==> src/rtl/branch_resolve.sv <==
// branch_resolve: evaluates decoded branch conditions one cycle after accept and
// holds a redirect to fetch until it is taken, counting resolved/taken branches.
module branch_resolve #(
   parameter int COND_W = 4,
   parameter int XLEN   = 32,
   parameter int CNT_W  = 16
) (
   input  logic              clk,
   input  logic              rst,
   input  logic              in_valid,
   output logic              in_ready,
   input  logic [COND_W-1:0] in_cond,
   input  logic [XLEN-1:0]   in_a,
   input  logic [XLEN-1:0]   in_b,
   input  logic [XLEN-1:0]   in_pc,
   input  logic [XLEN-1:0]   in_target,
   output logic              redir_valid,
   input  logic              redir_ready,
   output logic [XLEN-1:0]   redir_pc,
   output logic              flush,
   output logic [CNT_W-1:0]  taken_cnt,
   output logic [CNT_W-1:0]  resolve_cnt
);
   typedef enum logic [1:0] {IDLE, EVAL, WAIT} state_t;
   state_t state_q, state_d;
   logic [COND_W-1:0] cond_q, cond_d;
   logic [XLEN-1:0] a_q, a_d, b_q, b_d, tgt_q, tgt_d, pc_q, pc_d;
   logic [XLEN-1:0] redir_pc_q, redir_pc_d;
   logic redir_valid_q, redir_valid_d;
   logic [CNT_W-1:0] taken_cnt_q, taken_cnt_d, resolve_cnt_q, resolve_cnt_d;
   logic eq, lt, taken, is_br, accept;
   // Branch PC is kept only for debug visibility; nothing consumes it.
   logic unused_pc;
   assign unused_pc = ^pc_q;
   always_comb begin
      eq = a_q == b_q;
      lt = $signed(a_q) < $signed(b_q);
      taken = cond_q == COND_W'(1)  ? eq :
              cond_q == COND_W'(2)  ? !eq :
              cond_q == COND_W'(3)  ? lt :
              cond_q == COND_W'(4)  ? !lt :
              cond_q == COND_W'(5)  ? (lt || eq) :
              cond_q == COND_W'(6)  ? !(lt || eq) :
              cond_q == COND_W'(15);
      is_br = (cond_q >= COND_W'(1) && cond_q <= COND_W'(6)) || cond_q == COND_W'(15);
   end
   assign in_ready = state_q == IDLE || (state_q == EVAL && !taken);
   assign accept = in_valid && in_ready;
   assign redir_valid = redir_valid_q;
   assign redir_pc = redir_pc_q;
   assign flush = redir_valid_q && redir_ready;
   assign taken_cnt = taken_cnt_q;
   assign resolve_cnt = resolve_cnt_q;
   always_comb begin
      state_d = state_q;
      cond_d = accept ? in_cond : cond_q;
      a_d = accept ? in_a : a_q;
      b_d = accept ? in_b : b_q;
      tgt_d = accept ? in_target : tgt_q;
      pc_d = accept ? in_pc : pc_q;
      redir_valid_d = redir_valid_q;
      redir_pc_d = redir_pc_q;
      taken_cnt_d = taken_cnt_q;
      resolve_cnt_d = resolve_cnt_q;
      case (state_q)
         IDLE: state_d = accept ? EVAL : IDLE;
         EVAL: begin
            resolve_cnt_d = is_br ? resolve_cnt_q + CNT_W'(1) : resolve_cnt_q;
            taken_cnt_d = taken ? taken_cnt_q + CNT_W'(1) : taken_cnt_q;
            redir_valid_d = taken;
            redir_pc_d = taken ? tgt_q : redir_pc_q;
            state_d = taken ? WAIT : accept ? EVAL : IDLE;
         end
         WAIT: begin
            redir_valid_d = !redir_ready;
            state_d = redir_ready ? IDLE : WAIT;
         end
         default: state_d = IDLE;
      endcase
   end
   always_ff @(posedge clk or posedge rst) begin
      if (rst) begin
         state_q <= IDLE;
         cond_q <= '0;
         a_q <= '0;
         b_q <= '0;
         tgt_q <= '0;
         pc_q <= '0;
         redir_valid_q <= 1'b0;
         redir_pc_q <= '0;
         taken_cnt_q <= '0;
         resolve_cnt_q <= '0;
      end else begin
         state_q <= state_d;
         cond_q <= cond_d;
         a_q <= a_d;
         b_q <= b_d;
         tgt_q <= tgt_d;
         pc_q <= pc_d;
         redir_valid_q <= redir_valid_d;
         redir_pc_q <= redir_pc_d;
         taken_cnt_q <= taken_cnt_d;
         resolve_cnt_q <= resolve_cnt_d;
      end
   end
endmodule

==> config.mk <==
export PLATFORM = sky130hd
export DESIGN_NAME = branch_resolve
export DESIGN_NICKNAME = d
export VERILOG_FILES = /design/src/rtl/branch_resolve.sv
export SDC_FILE = /design/constraint.sdc
export NUM_CORES = 1
export LEC_CHECK = 0
export CORE_MARGIN = 2
export CORE_UTILIZATION = 53
export DETAILED_ROUTE_END_ITERATION = 7
export PLACE_DENSITY = 0.88
export SYNTH_ARGS = -nofsm -noshare
export SYNTH_HDL_FRONTEND = slang
export SYNTH_SLANG_ARGS = --single-unit
==> constraint.sdc <==
create_clock -name clk -period 15.3 [get_ports clk]
set_input_delay 3.06 -clock clk [delete_from_list [all_inputs] [get_ports clk]]
set_output_delay 3.06 -clock clk [all_outputs]
set_load 0.02 [all_outputs]
# Word-level counts from Yosys, hierarchy flattened
# Cells that the tools add are included.
# classes
addsub,2
magnitude_cmp,3
eq_ne,10
mux,11
n_reduce_logical,16
# op_table
op,count
"16-bit by 1-bit adder with 16-bit output, second input constant",2
32-bit equality test,1
32-bit < comparator,1
"4-bit by 3-bit equality test with 1-bit output, second input constant",3
"4-bit by 2-bit equality test with 1-bit output, second input constant",2
1-bit 2-to-1 mux,7
2-bit one-hot mux with 3 select lines,1
1-bit zero test,5
"4-bit by 1-bit equality test with 1-bit output, second input constant",1
"4-bit equality test, second input constant",1
"4-bit by 1-bit >= comparator with 1-bit output, second input constant",1
"4-bit by 3-bit <= comparator with 1-bit output, second input constant",1
1-bit logical AND,4
2-bit 2-to-1 mux,2
2-bit AND reduction,2
1-bit logical OR,3
"2-bit by 1-bit equality test with 1-bit output, second input constant",1
"2-bit equality test, second input constant",1
2-bit zero test,1
1-bit one-hot mux with 2 select lines,1
2-bit nonzero test,1
# word_totals
register_bits,167
in_bits,136
output_inout_bits,67
elab_cells,51

# Depth between registers and ports, before layout
# Gate-level depths: netlist of the first run.
# depth
depth_word,16
mapped_depth,14
mapped_depth_nobuf,11

# Worst setup path before layout of the first run
# No wires, ideal clock.
# synth_timing
path_kind,input-to-output
from,input port redir_ready
to,output port flush
arrival_time_ns,3.270
required_time_ns,12.240
slack_ns,8.970
stages,1
path_buffers,0
cell_sequence,and2_1
# synth_between
elab_chain_cells,1
# synth_lines
element,line_no,source
"start, declared",18,"input logic redir_ready,"
1-bit logical AND,51,assign flush = redir_valid_q && redir_ready;
"end, declared",20,"output logic flush,"
# Every way passes these cells.

# Worst setup path after layout of the first run
# layout_timing
from,register a_q[31]
to,output port in_ready
# layout_between
elab_chain_cells,12
elab_cells_between_ends,15
classes_between,order compare: 1; eq/ne: 1; mux: 6; reduce/logical: 7
# layout_lines
element,line_no,source
"start, declared",27,"logic [XLEN-1:0] a_q, a_d, b_q, b_d, tgt_q, tgt_d, pc_q, pc_d;"
"start signal, assigned",85,a_q <= '0;
"start signal, assigned",96,a_q <= a_d;
32-bit < comparator / 32-bit equality test (equally long branches),"37, 36",
1-bit logical OR,"42, 43",
1-bit zero test,43,cond_q == COND_W'(6) ? !(lt || eq) :
1-bit 2-to-1 mux,43,
1-bit 2-to-1 mux,42,cond_q == COND_W'(5) ? (lt || eq) :
1-bit 2-to-1 mux,41,cond_q == COND_W'(4) ? !lt :
1-bit 2-to-1 mux,40,cond_q == COND_W'(3) ? lt :
1-bit 2-to-1 mux,39,cond_q == COND_W'(2) ? !eq :
1-bit 2-to-1 mux (*),38,taken = cond_q == COND_W'(1) ? eq :
1-bit zero test (*),47,assign in_ready = state_q == IDLE || (state_q == EVAL && !taken);
1-bit logical AND (*),47,
1-bit logical OR (*),47,
"end, declared",11,"output logic in_ready,"
# Every way passes the cells marked *; elsewhere a longest branch is shown, timed or not.

==> results.json, run 1 <==
{
  "status": "completed",
  "power_density_nw_per_um2": 213,
  "path_class": "reg2out",
  "cts_setup_buffers": 0,
  "cp-start-kind": "flop",
  "synthCells": 576,
  "combPwrFrac_pct": 44.0,
  "setup_viol": 0,
  "die-area_um2": 16000,
  "grt_max_degree": 107,
  "end_kind": "primary output",
  "fmax_mhz": 136,
  "portBuffers": 170,
  "avgSynthCellArea_um2": 13.8,
  "slew_viol_final": 0,
  "clockRootBuffer": "clkbuf_16",
  "synth_cell_type_count": 51,
  "cts_buffers": 17,
  "path_cells": "ha_1, nand4_4, nor4_2, nand3_1, and3_1, a2bb2oi_1, nand2_1, a211oi_4, or2_2, a21o_1, clkdlybuf4s50_1",
  "maxCapViolCount": 0,
  "synth-edff-count": 0,
  "cts_tree": "yes",
  "timing_hold_violations_final": 0,
  "rows": 44,
  "seqPwrFrac_pct": 35.3,
  "synth-async-reset-ratio_pct": 100,
  "fp.dieH_um": 126,
  "finalCritPeriodShare_pct": 48.0,
  "gp_congestion": 0.800,
  "ys_seq_area_share_pct": 52.7,
  "antennaDiodeCount": 0,
  "drive_gt1_share_pct": 15.4,
  "multi_input_area_um2": 3380,
  "start_util_pct": 54.4,
  "tightest_slew_ns": 1.17,
  "cts_resized": 0,
  "detail_route.wl_per_cell_um": 17.7,
  "grt_pass1_wl_um": 28000,
  "post-route-min-period_ns": 7.34,
  "cts_max_path_buffers": 2,
  "syn_nets": 750,
  "core_um2": 14600,
  "die_w_um": 126,
  "cts_hold_buf": 0,
  "critPathRequiredTime_ns": 12.24,
  "p_leak_nw": 4.73,
  "numClockSinks": 167,
  "syn_area_um2": 7930,
  "vdd_drop_max_mv": 0.134,
  "hpwl_um": 11700,
  "track_usage_pct": 22.1,
  "min_path_type": "reg2reg",
  "cp_slowest_cell": "a211oi_4",
  "syn_to_final_growth_pct": 29.7,
  "drt-total-wl_um": 16700,
  "clkLatencyLatePin_ns": 0.44,
  "worst_ep_arrival_time_ns": 4.28,
  "n_fill_cell": 978,
  "final_cell_mix": "clkdlybuf4s50_1 (170), dfrtp_1 (167), mux2_1 (61)",
  "crit_fanout": 16,
  "final_net_count": 922,
  "p_sw_uw": 758,
  "tns_ns": 0,
  "num_io_pins": 203,
  "yosysWarnings": 0,
  "htreeDepth": 4,
  "power.internal_mw": 1.43,
  "drc": 0,
  "layout_commonest_cell": "clkdlybuf4s50_1",
  "drtIter0Drc": 265,
  "antenna_found_initial": 1,
  "critPathMaxStageDelay_ns": 0.63,
  "pwr-share-clk_pct": 20.7,
  "seqCellArea_um2": 4180,
  "vias": 5077,
  "critical-path-top-delay-family": "simple AND/OR/NAND/NOR gates",
  "stdcell_area_um2": 10300,
  "ant_nets": 0,
  "clk_pin_slew_ns": 0.06,
  "relSlewSlack_pct": 22.2,
  "switching_share_pct": 34.7,
  "dpl_cell_area_um2": 9660,
  "overflow": 0,
  "cp_num_buf_inv": 1,
  "synth-main-ff-cell": "dfrtp_1",
  "fin_skew_ns": 0.00832,
  "rsz0062_at_grt": "false",
  "ys_seq_elements": 167,
  "dr.pass1.iters": 4,
  "vias_per_cell": 5.37,
  "grt_pass1_vias": 5583
}
[final timing paths]
check	start	to	slack [ns]	cells after the start
worst min register to register	resolve_cnt[15]	resolve_cnt[15]	0.48	1
worst max register to register	a_q[31]	a_q[2]	11.06	11
worst min-delay path	resolve_cnt[15]	resolve_cnt[15]	0.48	1
min in group asynchronous	rst	b_q[5]	3.23	2
worst max-delay path	a_q[31]	in_ready	7.96	11
max in group asynchronous	rst	a_q[2]	10.71	3
[cells by family after synthesis]
group / after synthesis / share of synthesized area [%]
flops: 167 / 52.7
mux: 135 / 21.8
buf+inv: 58 / 4.94
fa+ha+maj: 38 / 5.99
compound gates: 36 / 3.17
simple gates: 111 / 8.01
xor+xnor: 31 / 3.42
[synthesized netlist by cell type, types with 2 or more instances]
master / instances / area share, %
nand2b_1: 4 / 0.32
and3_1: 11 / 0.87
o21ai_0: 5 / 0.32
a21o_1: 2 / 0.19
and4_1: 3 / 0.33
mux2_2: 16 / 2.3
buf_2: 2 / 0.13
nand3_1: 14 / 0.88
a21oi_1: 14 / 0.88
buf_6: 5 / 0.71
nor3_1: 8 / 0.50
xnor2_1: 17 / 1.9
mux2i_1: 2 / 0.25
xor2_1: 14 / 1.5
ha_1: 38 / 6.0
or2_2: 2 / 0.16
mux2_1: 61 / 8.7
o211ai_1: 2 / 0.19
nor4_1: 6 / 0.47
mux2_4: 56 / 11
nor2_1: 9 / 0.43
nor3b_1: 3 / 0.28
nand2_1: 26 / 1.2
o21a_1: 2 / 0.19
or3_1: 2 / 0.16
inv_1: 37 / 1.8
nor4_2: 2 / 0.32
clkbuf_1: 5 / 0.24
nor4b_1: 3 / 0.33
dfrtp_1: 167 / 53
nor2b_1: 2 / 0.16
nand4_1: 10 / 0.79
buf_12: 8 / 2.0
[state kept, by name (all words and copies together) (netlist names)]
| register | count |
|---|---|
| a_q | 32 |
| taken_cnt | 16 |
| state_q | 2 |
| cond_q | 4 |
| tgt_q | 32 |
| redir_valid | 1 |
| redir_pc | 32 |
| b_q | 32 |
| resolve_cnt | 16 |
[metal layers]
| metal | GRT usage, % | up-vias | routed length [um] |
|---|---|---|---|
| li1 | - | 2360 | - |
| met2 | 37.4 | 151 | 8380 |
| met5 | 0 | - | 13 |
| met3 | 6.92 | 31 | 1070 |
| met4 | 7.56 | 2 | 299 |
| met1 | 27.0 | 2533 | 6960 |
[through the flow]
| step | hold slack, ns | power, mW | instances | utilization [%] | setup WS, ns |
|---|---|---|---|---|---|
| floorplan | 0.459 | 1.50 | 576 | - | 7.72 |
| global placement | 0.465 | 1.68 | 913 | 66.2 | 7.98 |
| detailed placement | 0.477 | 1.74 | 913 | 66.2 | 7.99 |
| CTS | 0.488 | 2.21 | 945 | 70.5 | 7.89 |
| global route | 0.501 | 2.32 | 945 | 70.5 | 7.75 |
| finish | 0.485 | 2.19 | 945 | 70.5 | 7.96 |
[power groups by stage]
| stage | Combinational (mW) | Sequential, mW | Clock, mW |
|---|---|---|---|
| after global placement | 0.926 | 0.754 | 0 |
| after detailed placement | 0.967 | 0.775 | 0 |
| final | 0.963 | 0.772 | 0.452 |
| after global routing | 1.05 | 0.797 | 0.475 |
| after CTS | 0.977 | 0.772 | 0.459 |
| after floorplan | 0.700 | 0.796 | 0 |
[layout make-up]
| cell class | instances | share of cell area (%) |
|---|---|---|
| sequential | 167 | 40.6 |
| multi-input combinational | 351 | 32.8 |
| timing repair buffer | 174 | 16.8 |
| clock buffer | 22 | 4.71 |
| tap | 184 | 2.24 |
| inverter | 37 | 1.40 |
| clock inverter | 10 | 1.37 |
(Power assumes the default switching activity.)
==> inputs of run 2 (changes only) <==
--- a/config.mk
+++ b/config.mk
@@ -6,9 +6,9 @@
 export NUM_CORES = 1
 export LEC_CHECK = 0
 export CORE_MARGIN = 2
-export CORE_UTILIZATION = 53
+export CORE_UTILIZATION = 49
 export DETAILED_ROUTE_END_ITERATION = 7
-export PLACE_DENSITY = 0.88
+export PLACE_DENSITY = 0.82
 export SYNTH_ARGS = -nofsm -noshare
 export SYNTH_HDL_FRONTEND = slang
 export SYNTH_SLANG_ARGS = --single-unit
==> constraint.sdc (replaced) <==
create_clock -name clk -period 7.42 [get_ports clk]
set_input_delay 1.484 -clock clk [delete_from_list [all_inputs] [get_ports clk]]
set_output_delay 1.484 -clock clk [all_outputs]
set_load 0.02 [all_outputs]
==> results.json, run 2 (synthesized netlist as in run 1, its figures left out) <==
{
  "syn_to_final_growth_pct": 30.4,
  "r2r-start": "a_q[31]",
  "fp.dieH_um": 131,
  "crit_fanout": 16,
  "die_w_um": 131,
  "p_leak_nw": 4.74,
  "portBuffers": 170,
  "tightest_slew_ns": 1.08,
  "post-route-min-period_ns": 5.69,
  "worstHoldPathCells": 1,
  "reg2reg_slack_ns": 3.38,
  "status": "completed",
  "drt-total-wl_um": 16000,
  "slew_viol_final": 0,
  "dpl_cell_area_um2": 9700,
  "reg2reg_depth": 11,
  "timing_hold_violations_final": 0,
  "worstReg2RegEnd": "a_q[8]",
  "drtIter0Drc": 208,
  "rsz0062_at_grt": "false",
  "hpwl_um": 11500,
  "overflow": 0,
  "tns_ns": 0,
  "cts_buffers": 17,
  "final_cell_mix": "clkdlybuf4s50_1 (170), dfrtp_1 (167), mux2_1 (61)",
  "critPathRequiredTime_ns": 5.94,
  "clockRootBuffer": "clkbuf_16",
  "cts_tree": "yes",
  "clk_pin_slew_ns": 0.06,
  "power_density_nw_per_um2": 436,
  "track_usage_pct": 19.9,
  "num_io_pins": 203,
  "htreeDepth": 4,
  "vias_per_cell": 5.13,
  "finalCritPeriodShare_pct": 76.6,
  "numClockSinks": 167,
  "dr.pass1.iters": 4,
  "path_class": "reg2out",
  "worstHoldEndpoint": "redir_pc[23]",
  "worst_ep_arrival_time_ns": 4.20,
  "layout_commonest_cell": "clkdlybuf4s50_1",
  "gp_congestion": 0.789,
  "maxCapViolCount": 0,
  "start_util_pct": 50.1,
  "drc": 0,
  "whs_ns": 0.486,
  "ant_nets": 0,
  "die-area_um2": 17200,
  "vdd_drop_max_mv": 0.276,
  "clkLatencyLatePin_ns": 0.43,
  "final_net_count": 922,
  "cts_hold_buf": 0,
  "fin_skew_ns": 0.00557,
  "setup_viol": 0,
  "core_um2": 15800,
  "n_fill_cell": 1125,
  "grt_pass1_wl_um": 27700,
  "cts_setup_buffers": 0,
  "rows": 46,
  "hold_start": "redir_pc[23]",
  "cts_max_path_buffers": 2,
  "cp-start-kind": "flop",
  "min_path_type": "reg2reg",
  "detail_route.wl_per_cell_um": 16.4,
  "fmax_mhz": 176,
  "cts_resized": 0,
  "stdcell_area_um2": 10300,
  "grt_max_degree": 102,
  "antenna_found_initial": 0,
  "grt_pass1_vias": 5493,
  "end_kind": "primary output",
  "antennaDiodeCount": 0,
  "relSlewSlack_pct": 27.6,
  "vias": 5015,
  "drive_gt1_share_pct": 15.5
}
## run 2: per-layer routing
metal  track usage (%)  up-vias  part of all wire [%]
li1                  -     2382                     -
met1              24.9     2482                    44
met2              33.6      135                    49
met3              5.90       16                   5.8
met4              6.04        0                   1.0
met5                 0        -                     0
## run 2: worst max-delay path by stage
stage	startpoint	endpoint	slack, ns	cells after the start
floorplan	rst	a_q[0]	1.42	1
global placement	a_q[31]	in_ready	2.17	11
detailed placement	a_q[31]	in_ready	2.12	11
CTS	a_q[31]	in_ready	1.65	11
global route	a_q[31]	in_ready	1.40	11
finish	a_q[31]	in_ready	1.73	11
## run 2: area by class of cell
type / instances / area [um^2] / share of cell area [%]
Sequential cell: 167 / 4180 / 40.4
Multi-Input combinational cell: 351 / 3380 / 32.6
Timing Repair Buffer: 174 / 1730 / 16.7
Clock buffer: 19 / 453 / 4.38
Tap cell: 216 / 270 / 2.61
Clock inverter: 13 / 191 / 1.85
Inverter: 37 / 144 / 1.39
## run 2: through the flow
| stage | worst slack, ns | total power [mW] | util, % | std cells |
|---|---|---|---|---|
| 3_5_place_dp | 2.12 | 3.58 | 61.3 | 945 |
| 4_1_cts | 1.65 | 4.57 | 65.4 | 977 |
| 5_1_grt | 1.40 | 4.82 | 65.4 | 977 |
| 3_3_place_gp | 2.17 | 3.46 | 61.3 | 945 |
| 6_report | 1.73 | 4.51 | 65.4 | 977 |
| 2_1_floorplan | 1.42 | 3.08 | - | 576 |
## run 2: worst max-delay path: stages (launching register included)
cell and delay [ns]:
dfrtp_1 0.38, ha_1 0.49, nand4_4 0.15, nor4_2 0.40, nand3_1 0.23, and3_1 0.25, a32oi_1 0.15, nand2_1 0.14
a211oi_4 0.63, or2_2 0.24, a21o_1 0.11, clkdlybuf4s50_1 0.61
## run 2: report_power, final
group,total [mW],switching (mW),internal [mW]
Combinational,1.98,0.920,1.06
Clock,0.956,0.371,0.586
Sequential,1.58,0.258,1.32
==> inputs of run 3 (changes only) <==
--- a/config.mk
+++ b/config.mk
@@ -6,9 +6,9 @@
 export NUM_CORES = 1
 export LEC_CHECK = 0
 export CORE_MARGIN = 2
-export CORE_UTILIZATION = 49
+export CORE_UTILIZATION = 45
 export DETAILED_ROUTE_END_ITERATION = 7
-export PLACE_DENSITY = 0.82
+export PLACE_DENSITY = 0.79
 export SYNTH_ARGS = -nofsm -noshare
 export SYNTH_HDL_FRONTEND = slang
 export SYNTH_SLANG_ARGS = --single-unit
==> constraint.sdc (replaced) <==
create_clock -name clk -period 4.88 [get_ports clk]
set_input_delay 0.976 -clock clk [delete_from_list [all_inputs] [get_ports clk]]
set_output_delay 0.976 -clock clk [all_outputs]
set_load 0.02 [all_outputs]
==> results.json, run 3 (synthesized netlist as in run 1, its figures left out) <==
{
  "status": "completed",
  "end_kind": "primary output",
  "grt_pass1_wl_um": 27000,
  "gp_congestion": 0.792,
  "layout_commonest_cell": "clkdlybuf4s50_1",
  "clockRootBuffer": "clkbuf_16",
  "die-area_um2": 18700,
  "maxCapViolCount": 0,
  "met1_length_um": 7300,
  "min_path_type": "reg2reg",
  "finalCritPeriodShare_pct": 96.6,
  "numClockSinks": 167,
  "top_layer_used": "met4",
  "r2r-start": "b_q[14]",
  "vias": 5086,
  "detail_route.wl_per_cell_um": 16.9,
  "rsz0062_at_grt": "false",
  "n_fill_cell": 1261,
  "rows": 48,
  "fmax_mhz": 212,
  "wl_met2_um": 8320,
  "drc": 0,
  "cp-startpoint": "b_q[31]",
  "syn_to_final_growth_pct": 31.4,
  "setup_ws_ns": 0.166,
  "worst_ep_arrival_time_ns": 3.74,
  "cts_max_path_buffers": 2,
  "fin_skew_ns": 0.00980,
  "antenna_found_initial": 0,
  "hpwl_um": 11900,
  "drt-total-wl_um": 16700,
  "setup_viol": 0,
  "start_util_pct": 46.0,
  "cts_buffers": 17,
  "seqCellArea_um2": 4180,
  "final_net_count": 925,
  "overflow": 0,
  "portBuffers": 170,
  "p_leak_nw": 4.77,
  "clk_pin_slew_ns": 0.07,
  "num_io_pins": 203,
  "timing_hold_violations_final": 0,
  "tns_ns": 0,
  "path_class": "reg2out",
  "clkLatencyLatePin_ns": 0.42,
  "ant_nets": 0,
  "critPathRequiredTime_ns": 3.90,
  "cts_hold_buf": 0,
  "htreeDepth": 4,
  "grt_pass1_vias": 5442,
  "core_um2": 17200,
  "post-route-min-period_ns": 4.71,
  "dr.pass1.iters": 4,
  "wl_met3_um": 950,
  "crit_fanout": 10,
  "power_density_nw_per_um2": 664,
  "fp.dieH_um": 137,
  "grt_max_degree": 89,
  "cts_tree": "yes",
  "vdd_drop_max_mv": 0.328,
  "place_ws_ns": 0.490,
  "drtIter0Drc": 221,
  "tightest_slew_ns": 0.929,
  "relSlewSlack_pct": 37.9,
  "slew_viol_final": 0,
  "hold_start": "taken_cnt[15]",
  "die_w_um": 137,
  "vias_per_cell": 5.14,
  "cp-start-kind": "flop",
  "drive_gt1_share_pct": 16.1,
  "final_cell_mix": "clkdlybuf4s50_1 (170), dfrtp_1 (167), mux2_1 (61)",
  "multi_input_area_um2": 3390,
  "track_usage_pct": 18.5
}
## run 3: worst paths after layout
path,slack [ns],cells after the start,endpoint
max in group asynchronous,2.81,3,redir_pc[18]
max,0.17,12,in_ready
max reg2reg,1.20,13,tgt_q[15]
min in group asynchronous,1.10,2,taken_cnt[6]
min,0.48,1,taken_cnt[15]
min reg2reg,0.48,1,taken_cnt[15]
## run 3: per-layer routing
| layer | GRT usage [%] | vias to the layer above |
|---|---|---|
| met1 | 23.0 | 2551 |
| met2 | 31.8 | 149 |
| met4 | 4.47 | 0 |
| met3 | 5.30 | 15 |
| li1 | - | 2371 |
| met5 | 0 | - |
## run 3: critical path, cell delays in order, from the launching register on
cell             delay (ns)
dfrtp_1                0.35
inv_1                  0.05
ha_2                   0.42
nand4_4                0.12
nor4_2                 0.37
nand3_1                0.24
and3_1                 0.26
a21oi_1                0.15
and3b_1                0.24
a211oi_4               0.08
or2_2                  0.31
a21o_1                 0.19
clkdlybuf4s50_1        0.53
## run 3: report_power, final
part	internal (mW)	switching [mW]	total [mW]	leakage, nW
registers	2.01	0.403	2.41	2.03
clock network	0.891	0.556	1.45	0.311
logic	1.63	1.43	3.06	2.43
## run 3: final cells by class
class | instances | area share, %
inverters | 37 | 1.37
diodes | 1 | 0.0240
repair buffers | 177 | 17.1
multi-input cells | 351 | 32.6
clock buffers | 19 | 4.35
flip-flops and latches | 167 | 40.1
clock inverters | 13 | 1.85
well taps | 225 | 2.70
## run 3: metrics by stage
step / total power, mW / utilization (%) / area [um^2] / std cells / hold slack, ns
6_report: 6.92 / 60.5 / 10400 / 990 / 0.478
5_1_grt: 7.37 / 60.5 / 10400 / 989 / 0.485
4_1_cts: 6.98 / 60.4 / 10400 / 989 / 0.478
3_5_place_dp: 5.48 / 56.6 / 9760 / 957 / 0.471
3_3_place_gp: 5.31 / 56.6 / 9760 / 957 / 0.458
2_1_floorplan: 4.69 / - / 7940 / 576 / 0.459
## run 3: what timing repair did
item,in CTS,in global routing
setup endpoints to repair,0,1
resized for setup,0,3
buffers inserted,0,0
==> variant 1, RTL diff (settings of run 2) <==
Encoding of `state_t`: now one-hot (3 bits for 3 states).
--- a/src/rtl/branch_resolve.sv
+++ b/src/rtl/branch_resolve.sv
@@ -21,7 +21,7 @@
    output logic [CNT_W-1:0]  taken_cnt,
    output logic [CNT_W-1:0]  resolve_cnt
 );
-   typedef enum logic [1:0] {IDLE, EVAL, WAIT} state_t;
+   typedef enum logic [2:0] {IDLE = 3'b001, EVAL = 3'b010, WAIT = 3'b100} state_t;
    state_t state_q, state_d;
    logic [COND_W-1:0] cond_q, cond_d;
    logic [XLEN-1:0] a_q, a_d, b_q, b_d, tgt_q, tgt_d, pc_q, pc_d;
Behaviour: same outputs for any inputs over 10 cycles, from zero or initial values and one cycle with rst high; not proved beyond that.
==> variant 1 against run 2 <==
  * Synthesized area up 0.68%
  * Cell area up 0.35%
  * Highest routed layer unchanged
  * Clock skew up 4.8 ps
  * Count of clock-buffer cells in the layout up 2
  * Largest cell class unchanged
  * Sequential cell count up 1
  * Routed wire length up 3.0%
  * First-iteration DRC count up 5.8%
  * Utilization about the same
  * Synthesized cell count down 2.3%
  * Setup slack better by 530 ps
  * Sequential share of layout area up 0.11 points
  * Critical path type unchanged
  * Total power down 3.8%
==> variant 1: results (changes against run 2) <==
initial antenna violation count=0 (unchanged); Worst-path clk slew=70 ps; Sw Share=0.323 (-0.0208); clk_lat worst skew=430 ps (about the same); layout cell share with drive strength beyond 1=0.223 (+0.0680); TritonCTS Buffers=17 (unchanged); Hold-fix buffers, CTS=0 (unchanged); part of the Yosys area used for sequential elements=0.527 (about the same); worst setup path startpoint=a_q[21]; crit-path max FO=3 (-13); post-synth cell types=46 (-9.8%); M1 GR Usage=0.257 (+0.00784); Hold/Removal Path Class=reg2reg; Max Cap Viol=0 (unchanged); crit path DAT=3670 ps (-530 ps); clock root buffer=clkbuf_16; violation count after the first detailed-routing iteration=220 (+5.8%); CTS H-tree lvls=4 (unchanged); Yosys warning count=0 (unchanged); VDD IR-drop max=0.000216 V (-22%); router iterations before antenna repair=6 (+2); Setup Fix Bufs, Post-CTS=0 (unchanged); pin count of the biggest net entering global routing=94 (-7.8%); routability cong.=0.780 (-1.1%); met3 Usage GRT=0.0413 (-0.0177); first-pass GRT wire length=27.2 mm (-1.9%); IO buf count=170 (unchanged); Vias=5017 (+0.040%); synthesized netlist net count=733 (-2.3%); vias in the first global route=5288 (-3.7%); post-cts gate resize count=0 (unchanged); nets=911 (-1.2%); WL per Instance=17.0 um (+3.8%); Setup Skew=10.4 ps (+4.84 ps); HPWL after detailed placement=11.7 mm (+1.8%); outcome=finished, final reports clean; Inserted Diodes=0 (unchanged); worst rel slew slack=0.372 (+0.0961); Lkg Pwr=4.74 nW (about the same); Post-synth top cells=167 x dfrtp_1, 89 x mux2_4, 39 x inv_1, 34 x ha_1, 31 x mux2_2; dominant cells by area after synthesis=dfrtp_1 52%, mux2_4 17%, ha_1 5.3%; post-synthesis async set-or-reset flop share=1.00 (unchanged); met2 Usage GRT=0.324 (-0.0122); Max Buffers Root-to-Sink=2 (unchanged); worst hold start=taken_cnt[15]; overall routing resource usage=0.198 (-0.00184)
-- variant 1: critical path, stage by stage, from the launching register on --
cell and delay [ps]:
dfrtp_1 400, ha_1 330, nand4_2 130, nor4_2 370, nand3_1 170, a31oi_1 300, o22ai_2 170, mux2_2 320
nand3_2 80, nand3b_2 100, a21oi_1 190, clkdlybuf4s50_1 670
-- variant 1: worst paths after layout --
kind | endpoint | slack (ps) | depth (start not counted)
setup reg to reg | b_q[26] | 3700 | 12
setup / recovery | in_ready | 2260 | 11
max in group asynchronous | a_q[27] | 4350 | 3
hold reg to reg | taken_cnt[15] | 470 | 1
min in group asynchronous | redir_pc[15] | 1610 | 2
hold / removal | taken_cnt[15] | 470 | 1
-- variant 1: routing by layer --
metal  vias up  wire length, um
met5         -                0
met4         0              334
met3        30              655
met2       132             8030
met1      2532             7490
li1       2323                -
-- variant 1: kinds of logic (layout without fill, tap and decap cells) --
kind of cell,count (synthesis),after routing,share of synthesized area
XOR/XNOR,30,30,0.0329
AO/OA/AOI/OAI,38,38,0.0321
adder cells (fa/ha/maj),34,34,0.0533
buffers and inverters,55,245,0.0504
AND/OR/NAND/NOR,102,102,0.0711
flip-flops,168,168,0.527
multiplexers,136,136,0.234
-- variant 1: power by group through the flow --
stage / combinational [W] / clock [W] / sequential, W
after global placement: 0.00175 / 0 / 0.00155
after detailed placement: 0.00181 / 0 / 0.00158
after CTS: 0.00183 / 0.000973 / 0.00157
final: 0.00181 / 0.000955 / 0.00157
after global routing: 0.00197 / 0.00101 / 0.00162
after floorplan: 0.00129 / 0 / 0.00164
-- variant 1: area by class of cell --
type                       instances  area, um^2
fill                            1193        5500
sequential                       168        4210
multi-input combinational        340        3380
timing repair buffer             175        1740
clock buffer                      21         470
tap                              216         270
clock inverter                    10         169
inverter                          39         151
-- variant 1: per-stage QoR --
stage	total power, W	instance area [um^2]	worst slack (ps)	utilization	cells
after floorplan	0.00292	7990	1390	-	563
after global placement	0.00330	9740	2770	0.613	938
after detailed placement	0.00340	9740	2710	0.613	938
after CTS	0.00438	10400	2230	0.654	969
after global routing	0.00460	10400	2100	0.654	969
final	0.00434	10400	2260	0.654	969
==> variant 2, RTL diff (settings of run 2) <==
Without the edit above. Change the parameter `CNT_W` from 16 to 20.
--- a/src/rtl/branch_resolve.sv
+++ b/src/rtl/branch_resolve.sv
@@ -3,7 +3,7 @@
 module branch_resolve #(
    parameter int COND_W = 4,
    parameter int XLEN   = 32,
-   parameter int CNT_W  = 16
+   parameter int CNT_W  = 20
 ) (
    input  logic              clk,
    input  logic              rst,
Interface: changed (resized resolve_cnt and taken_cnt); port bits go from 203 to 211. The function was not compared with the original's and may differ.
==> variant 2 against run 2 <==
  * Sequential cell count increased by 8
  * Total power increased by 2.4%
  * Synthesized area increased by 5.1%
  * Clock power increased by 0.4%
  * Count of clock-buffer cells in the layout decreased by 1
  * Setup slack improved by 480 ps
  * Highest routed layer unchanged
  * Cell area increased by 4.7%
  * Routed wire length increased by 9.0%
  * Die area increased by 5.0%
==> variant 2: results (changes against run 2) <==
Hold/Removal Path Class=reg2reg; sequential power=0.00162 W (+3%); Hold Path End=taken_cnt[19]; nets=948 (+2.8%); post-synth cell types=45 (-12%); worst hold start=taken_cnt[19]; reg2reg path depth=10 (-1); worst slew pin tran=1210 ps (+130 ps); Fin Setup TNS=0 ps (unchanged); first-pass GRT wire length=29.2 mm (+5.3%); synthesized netlist net count=768 (+2.4%); VDD IR-drop max=0.000266 V (-3.5%); initial antenna violation count=1 (+1); CTS H-tree lvls=4 (unchanged); Comb group=0.00203 W (+3%); routability cong.=0.782 (-0.80%); clk_lat worst skew=430 ps (about the same); DP Area=10200 um^2 (+5.1%); routed vias/inst=5.20 (+1.4%); vias in the first global route=5640 (+2.7%); reg-to-reg endpoint=a_q[13]; hold path cells=1 (unchanged); overall routing resource usage=0.205 (+0.00509); Synth Area in XOR/XNOR=0.0399 (+0.00568); layout cell share with drive strength beyond 1=0.193 (+0.0381); Lkg Pwr=4.97 nW (+4.8%); post-synthesis compound-gate area fraction=0.0443 (+0.0126); Layout fillers=1230 (+9.3%); Setup Skew=10.6 ps (+5.02 ps); post-synthesis adder-cell area fraction=0.0570 (-0.00293); dominant cells by area after synthesis=dfrtp_1 53%, mux2_4 16%, ha_1 5.7%; IO buf count=178 (+4.7%); Setup Fix Bufs, Post-CTS=0 (unchanged); outcome=finished, final reports clean; post-synthesis async set-or-reset flop share=1.00 (unchanged); crit-path leading delay family=compound AO/OA/AOI/OAI gates; worst setup path startpoint=a_q[15]; Post-synth top cells=175 x dfrtp_1, 90 x mux2_4, 41 x inv_1, 38 x ha_1, 33 x xnor2_1; clock root buffer=clkbuf_16; crit-path max FO=21 (+5); Worst-path clk slew=70 ps; Max Buffers Root-to-Sink=2 (unchanged); Crit-path slowest cell=clkdlybuf4s50_1; crit path DAT=3720 ps (-480 ps); largest family of logic cells by synthesized area=multiplexers; flop-to-flop setup slack=3080 ps (-300 ps); post-cts gate resize count=0 (unchanged); total routed wirelength=17.5 mm (+9.0%); pin count of the biggest net entering global routing=107 (+4.9%); Sw Share=0.343 (-0.000670); HPWL after detailed placement=12.5 mm (+9.4%); TritonCTS Buffers=17 (unchanged); router iterations before antenna repair=4 (unchanged); violation count after the first detailed-routing iteration=205 (-1.4%); post-synthesis mux area share=0.224 (+0.00615); part of the Yosys area used for sequential elements=0.525 (-0.00176); largest stage delay on the critical path=630 ps (about the same); Worst setup endpoint=in_ready; Synth Flop Type=dfrtp_1; Yosys warning count=0 (unchanged)
[variant 2: metrics by stage]
stage | hold WS [ps] | instances | power, W | worst slack [ps]
floorplan | 458 | 594 | 0.00315 | 1190
global placement | 462 | 975 | 0.00356 | 2750
detailed placement | 469 | 975 | 0.00368 | 2660
CTS | 478 | 1007 | 0.00466 | 2190
global route | 481 | 1007 | 0.00491 | 1960
finish | 478 | 1008 | 0.00462 | 2210
[variant 2: layout make-up]
type | instances | area [um^2] | share of cell area
multi-input combinational | 355 | 3550 | 0.328
tap | 220 | 275 | 0.0254
clock inverter | 14 | 194 | 0.0179
clock buffer | 18 | 439 | 0.0406
antenna | 1 | 2.50 | 0.000231
inverter | 41 | 159 | 0.0147
timing repair buffer | 184 | 1830 | 0.169
sequential | 175 | 4380 | 0.404
[variant 2: metal layers]
layer  share of wire  GRT usage  vias up  wire (um)
met5               0          0        -          0
met4           0.022     0.0778        0        381
met3           0.049     0.0544       26        864
met2            0.50      0.334      136       8730
met1            0.43      0.263     2622       7510
li1                -          -     2460          -
